==> src/rtl/usb_rx_pkg.sv <==
// usb_rx_pkg
//   Shared types and constants for the USB receive front-end.
//   state_t     : receive state machine encoding
//   SYNC_BYTE   : decoded value of a valid SYNC field (KJKJKJKK)
//   STUFF_LIMIT : run of 1s after which the transmitter inserts a 0
//   IDLE_BITS   : bit times of J needed to leave the error state

package usb_rx_pkg;

  typedef enum logic [2:0] {
    IDLE,
    SYNC,
    DATA,
    EOP,
    ERR_WAIT
  } state_t;

  localparam logic [7:0]  SYNC_BYTE   = 8'h80;
  localparam int unsigned STUFF_LIMIT = 6;
  localparam int unsigned IDLE_BITS   = 8;

endpackage

==> src/rtl/usb_rx_bit_timer.sv <==
// usb_rx_bit_timer
//   Brings the raw D+/D- lines into the clk domain and recovers bit timing.
//   Ports:
//     clk, n_rst            : clock, asynchronous active-low reset
//     d_plus_i, d_minus_i   : raw asynchronous line inputs
//     sample_o              : one-cycle strobe at the bit sampling point
//     dp_s_o, dm_s_o        : synchronized line values (2 cycles late)
//     edge_o                : synchronized D+ changed this cycle

module usb_rx_bit_timer #(
  parameter int unsigned CLKS_PER_BIT = 8,
  parameter int unsigned SAMPLE_PT    = 3
) (
  input  logic clk,
  input  logic n_rst,
  input  logic d_plus_i,
  input  logic d_minus_i,
  output logic sample_o,
  output logic dp_s_o,
  output logic dm_s_o,
  output logic edge_o
);

  localparam int unsigned CW = $clog2(CLKS_PER_BIT);

  logic [1:0]    dp_sync_q;
  logic [1:0]    dm_sync_q;
  logic          dp_prev_q;
  logic [CW-1:0] cnt_q;
  logic [CW-1:0] cnt_d;

  assign dp_s_o   = dp_sync_q[1];
  assign dm_s_o   = dm_sync_q[1];
  assign edge_o   = dp_sync_q[1] ^ dp_prev_q;
  assign sample_o = (cnt_q == CW'(SAMPLE_PT));

  // Every D+ transition re-centres the bit window so the sample point
  // tracks the transmitter even with small frequency offsets.
  always_comb begin
    cnt_d = cnt_q + 1'b1;
    if (edge_o || (cnt_q == CW'(CLKS_PER_BIT - 1))) begin
      cnt_d = '0;
    end
  end

  // Synchronizers power up in the idle J state so reset never looks like
  // the start of a packet.
  always_ff @(posedge clk or negedge n_rst) begin
    if (!n_rst) begin
      dp_sync_q <= 2'b11;
      dm_sync_q <= 2'b00;
      dp_prev_q <= 1'b1;
      cnt_q     <= '0;
    end else begin
      dp_sync_q <= {dp_sync_q[0], d_plus_i};
      dm_sync_q <= {dm_sync_q[0], d_minus_i};
      dp_prev_q <= dp_sync_q[1];
      cnt_q     <= cnt_d;
    end
  end

endmodule

==> src/rtl/usb_rx_decoder.sv <==
// usb_rx_decoder
//   USB receive front-end: NRZI decode, bit unstuffing, SYNC/EOP checks and
//   byte delivery to the RX FIFO.
//   Ports:
//     clk, n_rst               : USB-domain clock, async active-low reset
//     d_plus_in, d_minus_in    : raw line inputs
//     fifo_full                : RX FIFO cannot accept a byte
//     rcv_data                 : decoded byte, valid with w_enable
//     w_enable                 : one-cycle FIFO write strobe
//     rcving                   : packet reception in progress
//     r_error                  : sticky packet error, cleared at next SYNC
//     eop_pulse                : one-cycle pulse on a clean end of packet

module usb_rx_decoder
  import usb_rx_pkg::*;
#(
  parameter int unsigned CLKS_PER_BIT = 8,
  parameter int unsigned SAMPLE_PT    = 3
) (
  input  logic       clk,
  input  logic       n_rst,
  input  logic       d_plus_in,
  input  logic       d_minus_in,
  input  logic       fifo_full,
  output logic [7:0] rcv_data,
  output logic       w_enable,
  output logic       rcving,
  output logic       r_error,
  output logic       eop_pulse
);

  logic sample, dp_s, dm_s, line_edge;

  usb_rx_bit_timer #(
    .CLKS_PER_BIT(CLKS_PER_BIT),
    .SAMPLE_PT   (SAMPLE_PT)
  ) u_timer (
    .clk      (clk),
    .n_rst    (n_rst),
    .d_plus_i (d_plus_in),
    .d_minus_i(d_minus_in),
    .sample_o (sample),
    .dp_s_o   (dp_s),
    .dm_s_o   (dm_s),
    .edge_o   (line_edge)
  );

  state_t     state_q;
  logic [7:0] shift_q;
  logic [2:0] bit_cnt_q;
  logic [2:0] ones_q;
  logic       prev_q;
  logic       eop_se0_q;
  logic [3:0] idle_cnt_q;
  logic [7:0] rcv_data_q;
  logic       w_enable_q, rcving_q, r_error_q, eop_pulse_q;

  logic       se0, line_j, sync_start, nrzi_bit, stuff_hit;
  logic [7:0] byte_d;
  logic [2:0] ones_d;

  assign se0        = !dp_s && !dm_s;
  assign line_j     = dp_s && !dm_s;
  assign sync_start = line_edge && !dp_s && dm_s;
  assign nrzi_bit   = (dp_s == prev_q);
  assign byte_d     = {nrzi_bit, shift_q[7:1]};
  assign ones_d     = nrzi_bit ? (ones_q + 3'd1) : 3'd0;
  assign stuff_hit  = (ones_q == 3'(STUFF_LIMIT));

  assign rcv_data  = rcv_data_q;
  assign w_enable  = w_enable_q;
  assign rcving    = rcving_q;
  assign r_error   = r_error_q;
  assign eop_pulse = eop_pulse_q;

  // Receive state machine. The ones counter also runs through SYNC because
  // the trailing 1 of SYNC belongs to the stuffing run, as on the wire.
  // Overflow is judged on fifo_full at the sampling strobe of the 8th bit,
  // one cycle ahead of the registered write strobe.
  always_ff @(posedge clk or negedge n_rst) begin
    if (!n_rst) begin
      state_q     <= IDLE;
      shift_q     <= '0;
      bit_cnt_q   <= '0;
      ones_q      <= '0;
      prev_q      <= 1'b1;
      eop_se0_q   <= 1'b0;
      idle_cnt_q  <= '0;
      rcv_data_q  <= '0;
      w_enable_q  <= 1'b0;
      rcving_q    <= 1'b0;
      r_error_q   <= 1'b0;
      eop_pulse_q <= 1'b0;
    end else begin
      w_enable_q  <= 1'b0;
      eop_pulse_q <= 1'b0;
      if (sample) begin
        prev_q <= dp_s;
      end

      case (state_q)
        IDLE: begin
          if (sync_start) begin
            state_q   <= SYNC;
            rcving_q  <= 1'b1;
            r_error_q <= 1'b0;
            bit_cnt_q <= '0;
            ones_q    <= '0;
            prev_q    <= 1'b1;
          end
        end

        SYNC: begin
          if (sample) begin
            shift_q   <= byte_d;
            ones_q    <= ones_d;
            bit_cnt_q <= bit_cnt_q + 3'd1;
            if (bit_cnt_q == 3'd7) begin
              if (byte_d == SYNC_BYTE) begin
                state_q <= DATA;
              end else begin
                r_error_q  <= 1'b1;
                idle_cnt_q <= '0;
                state_q    <= ERR_WAIT;
              end
            end
          end
        end

        DATA: begin
          if (sample) begin
            if (se0) begin
              eop_se0_q <= 1'b0;
              state_q   <= EOP;
            end else if (stuff_hit) begin
              ones_q <= '0;
              if (nrzi_bit) begin
                r_error_q  <= 1'b1;
                idle_cnt_q <= '0;
                state_q    <= ERR_WAIT;
              end
            end else begin
              shift_q   <= byte_d;
              ones_q    <= ones_d;
              bit_cnt_q <= bit_cnt_q + 3'd1;
              if (bit_cnt_q == 3'd7) begin
                if (fifo_full) begin
                  r_error_q <= 1'b1;
                end else begin
                  w_enable_q <= 1'b1;
                  rcv_data_q <= byte_d;
                end
              end
            end
          end
        end

        // First SE0 was seen in DATA; need one more SE0 then J.
        EOP: begin
          if (sample) begin
            if (!eop_se0_q && se0) begin
              eop_se0_q <= 1'b1;
            end else if (eop_se0_q && line_j && (bit_cnt_q == 3'd0)) begin
              rcving_q    <= 1'b0;
              eop_pulse_q <= !r_error_q;
              state_q     <= IDLE;
            end else begin
              r_error_q  <= 1'b1;
              idle_cnt_q <= '0;
              state_q    <= ERR_WAIT;
            end
          end
        end

        ERR_WAIT: begin
          if (sample) begin
            if (!line_j) begin
              idle_cnt_q <= '0;
            end else if (idle_cnt_q == 4'(IDLE_BITS - 1)) begin
              rcving_q <= 1'b0;
              state_q  <= IDLE;
            end else begin
              idle_cnt_q <= idle_cnt_q + 4'd1;
            end
          end
        end

        default: state_q <= IDLE;
      endcase
    end
  end

endmodule

==> config.mk <==
export PLATFORM = sky130hd
export DESIGN_NAME = usb_rx_decoder
export DESIGN_NICKNAME = d
export VERILOG_FILES = /design/src/rtl/usb_rx_pkg.sv /design/src/rtl/usb_rx_bit_timer.sv /design/src/rtl/usb_rx_decoder.sv
export SDC_FILE = /design/constraint.sdc
export NUM_CORES = 1
export LEC_CHECK = 0
export CAP_MARGIN = 5
export CORE_UTILIZATION = 46
export DETAILED_ROUTE_END_ITERATION = 8
export PLACE_DENSITY = 0.71
export SETUP_SLACK_MARGIN = 0.02
export SYNTH_ARGS = -nofsm -noshare
export SYNTH_HDL_FRONTEND = slang
export SYNTH_SLANG_ARGS = --single-unit
==> constraint.sdc <==
create_clock -name clk -period 1.87 [get_ports clk]
set_clock_uncertainty 0.15 [all_clocks]
set_input_delay 0.374 -clock clk [delete_from_list [all_inputs] [get_ports clk]]
set_output_delay 0.374 -clock clk [all_outputs]
set_load 0.02 [all_outputs]
==> metrics.yaml <==
status:
  outcome: "finished with violations"
  violations: "negative setup slack"
min_path:
  min_to: "u_timer.dp_sync_q[1]"
  min-delay-start: "u_timer.dp_sync_q[0]"
  hold-path-cell-count: 0
  hold_class: "register to register"
power:
  p_switching_w: 0.001343
  leakage_nw: 1.535
  irDropWorstVdd_mv: 0.7536
  powerDensity_nw_per_um2: 1135
  p_seq_frac: 0.325
  p_comb_frac: 0.508
  swShare: 0.3693
  power_frac_clock: 0.167
  intPower_w: 0.002294
synth:
  syn_avg_cell_area_um2: 11.67
  netlist_area_um2: 2136
  yosys.area_share.simple: 0.1617
  synth-seq-cells: 42
  synth-compound-area-share: 0.1242
  muxShareOfSynthArea: 0.1154
  async_reset_ff_frac: 1.000
  ys_warn_count: 0
  ys_seq_area_frac: 0.4944
  syn_nets: 198
  synth_xor_area_frac: 0.004101
  synth_cell_types: 54
  synth_edf_count: 0
  synth_top_family_by_area: "simple AND/OR/NAND/NOR gates"
  dominantRegCellSynth: "dfrtp_1"
  synthAdderAreaFrac: 0.05858
  postSynthCellCount: 183
timing:
  worst_pin_slew_ns: 0.4282
  finalHoldViolations: 0
  finalSetupViolCount: 25
  tns_ns: -1.751
  fin_crit_sh: 1.076
  rsz0062_at_grt: "yes"
  slew_headroom: 0.7119
  fmax_mhz: 496.8
  slew_violations: 0
  setup_slack_ns: -0.1430
  period_needed_ns: 2.013
die:
  die_x_um: 70.14
  ioPinCount: 17
  rows: 24
  dieHeight_um: 70.14
  start_util: 0.4838
  die_area_um2: 4920
  core_region_area_um2: 4414
drt:
  wl_per_cell_um: 19.65
  avgViaCountPerCell: 5.844
  vias: 1794
  first_pass_iters: 4
  drtIter0Drc: 127
  wl_mm: 6.033
  ant_nets: 0
  drc: 0
grt:
  grt_max_degree: 24
  grt_first_pass_wirelength_mm: 8.763
  grt-ovfl-total: 0
  grt_usage: 0.2354
  grt_pass1_vias: 1913
  antenna_found_initial: 0
finish:
  drive_gt1_frac: 0.5098
  syn_to_final_growth_pct: 50.03
  n_antenna_cell: 0
  fin_util: 0.7259
  final_nets: 269
  multi_input_area_um2: 1311
  fillCellCount: 265
  regArea_um2: 1060
setup_path:
  cp.arrival_ns: 2.06
  cp_slowest_cell: "dfrtp_2"
  cp.required_ns: 1.91
  worstSetupEndpointType: "register"
  r2r-end: "idle_cnt_q[0]"
  timing.reg2reg.setup_slack_ns: -0.14
  crit_fanout: 5
  critPathMaxStageDelay_ns: 0.45
  startpoint_type: "register"
  r2r_cells: 5
  cp_cell_sequence: "or3b_4 -> a21oi_4 -> a311oi_4 -> nor4_4 -> mux2_4"
  crit_buf_inv: 0
  r2r_start: "state_q[1]"
  path_delay_family: "simple AND/OR/NAND/NOR gates"
  critical_path_class: "register to register"
cts:
  clk_pin_slew_worst_paths_ns: 0.09
  cts_tree: "done"
  clock-sinks: 42
  worstSkewPairLatency_ns: 0.30
  cts_buffer_depth: 2
  numCtsBuffers: 5
  htreeDepth: 2
  root_buffer: "clkbuf_8"
placement:
  dp_hpwl_mm: 3.745
  globalplace.congestion: 0.9816
  port_buffers: 16
run:
  max_cap_violations: 0
-- sequential cells by signal, indices dropped and copies added (netlist names) --
name and count:
prev_q 1, eop_se0_q 1, bit_cnt_q 3, r_error 1
eop_pulse 1, shift_q 7, state_q 3, u_timer.cnt_q 3
u_timer.dm_sync_q 2, idle_cnt_q 4, u_timer.dp_sync_q 2, u_timer.dp_prev_q 1
w_enable 1, ones_q 3, rcv_data 8, rcving 1
-- Yosys cell counts, types with 2 or more instances --
master / instances / area (um2)
a21oi_1: 2 / 10.01
inv_1: 14 / 52.55
a211oi_1: 2 / 15.01
a22o_1: 2 / 17.52
o21ai_1: 3 / 15.01
nand2b_1: 2 / 12.51
o31a_1: 2 / 17.52
ha_1: 10 / 125.1
a21o_1: 5 / 37.54
buf_2: 2 / 10.01
nand3_1: 6 / 30.03
mux2_2: 19 / 214.0
dfrtp_1: 38 / 950.9
mux2_1: 2 / 22.52
nand2_1: 8 / 30.03
dfstp_2: 4 / 105.1
nor4_1: 2 / 12.51
a211o_1: 2 / 17.52
buf_4: 3 / 22.52
nor2b_1: 6 / 37.54
o211ai_1: 2 / 15.01
nor3_1: 3 / 15.01
o21ai_2: 2 / 17.52
nor2_1: 11 / 41.29
or3_1: 2 / 12.51
-- layer usage --
metal	global-route usage	vias up	routed length (um)	part of all wire
met2	0.4199	66	3163	0.52
met3	0.05339	29	230	0.038
li1	-	802	-	-
met5	0	-	0	0
met1	0.2578	897	2347	0.39
met4	0.1267	0	292	0.048
-- layout make-up --
type                       count  area share
multi-input combinational    121      0.4092
sequential                    42      0.3307
timing repair buffer          70      0.1952
clock buffer                   5     0.02148
tap                           52     0.02030
inverter                      14     0.01640
clock inverter                 3    0.006638
-- through the flow --
| stage | worst slack (ns) | cell area (um2) | hold slack, ns | power (W) | cells |
|---|---|---|---|---|---|
| global placement | -0.1779 | 2711 | 0.07515 | 0.002485 | 287 |
| CTS | -0.1452 | 2992 | 0.2131 | 0.003363 | 302 |
| global route | -0.1901 | 3204 | 0.2156 | 0.003782 | 307 |
| detailed placement | -0.2272 | 2711 | 0.07494 | 0.002539 | 287 |
| finish | -0.1430 | 3204 | 0.2117 | 0.003638 | 307 |
| floorplan | -0.1390 | 2195 | -0.07159 | 0.001934 | 183 |
-- how the worst max path moves through the flow --
stage	from	cells past startpoint	endpoint	slack, ns
finish	state_q[1]	5	idle_cnt_q[0]	-0.14
global route	state_q[1]	5	idle_cnt_q[3]	-0.19
CTS	state_q[0]	5	idle_cnt_q[3]	-0.15
detailed placement	state_q[1]	5	idle_cnt_q[0]	-0.23
global placement	state_q[1]	5	idle_cnt_q[0]	-0.18
floorplan	state_q[1]	5	idle_cnt_q[0]	-0.14
-- kinds of logic (layout without fill, tap and decap cells) --
group,after synthesis,count (layout)
AOI/OAI and AO/OA,33,33
xor gates and xnor gates,1,1
adders and majority gates,10,10
buffers and inverters,20,92
DFF,42,42
muxes,22,22
and+or+nand+nor,55,55
-- placed cells by master (no fill, tap or decap), types with 2 or more instances in the layout --
master and count:
buf_4 40, dfrtp_1 35, mux2_4 16, clkdlybuf4s50_1 14, inv_1 13, buf_6 10, nor2_1 9, nand2_1 5
nor2b_1 5, a21o_1 5, mux2_2 5, ha_1 5, clkbuf_8 5, o21ai_2 4, nand3_1 4, ha_4 4
dfstp_2 4, or3b_4 3, dfrtp_2 3, nand2b_1 2, nor2_4 2, nor3_1 2, nand2_2 2, a211o_1 2
a21oi_4 2, a22o_1 2, nor4_1 2, or3_1 2, o31a_1 2, o211ai_1 2, buf_12 2
-- power groups by stage --
stage	logic, W	clock network [W]	registers, W
after floorplan	0.000768	0	0.00117
after global placement	0.00133	0	0.00116
after detailed placement	0.00136	0	0.00117
after CTS	0.00159	0.000605	0.00117
after global routing	0.00194	0.000638	0.00120
final	0.00185	0.000606	0.00118
-- worst reg2reg max path: cells and delay by family (launching register included) --
family,cells,cell delay [ns]
muxes,1,0.33
DFF,1,0.45
and+or+nand+nor,2,0.72
AOI/OAI and AO/OA,2,0.26
-- timing repair --
item                                    4_1_cts  5_1_grt
endpoints found under the hold margin        25        0
endpoints found under the setup margin       30       31
hold buffers                                  1        0
pin swaps                                    12       23
cloned                                        0        1
gates resized for setup                      26       41
buffers inserted                              7        5
Note: power is estimated with default switching activity, not from simulation.
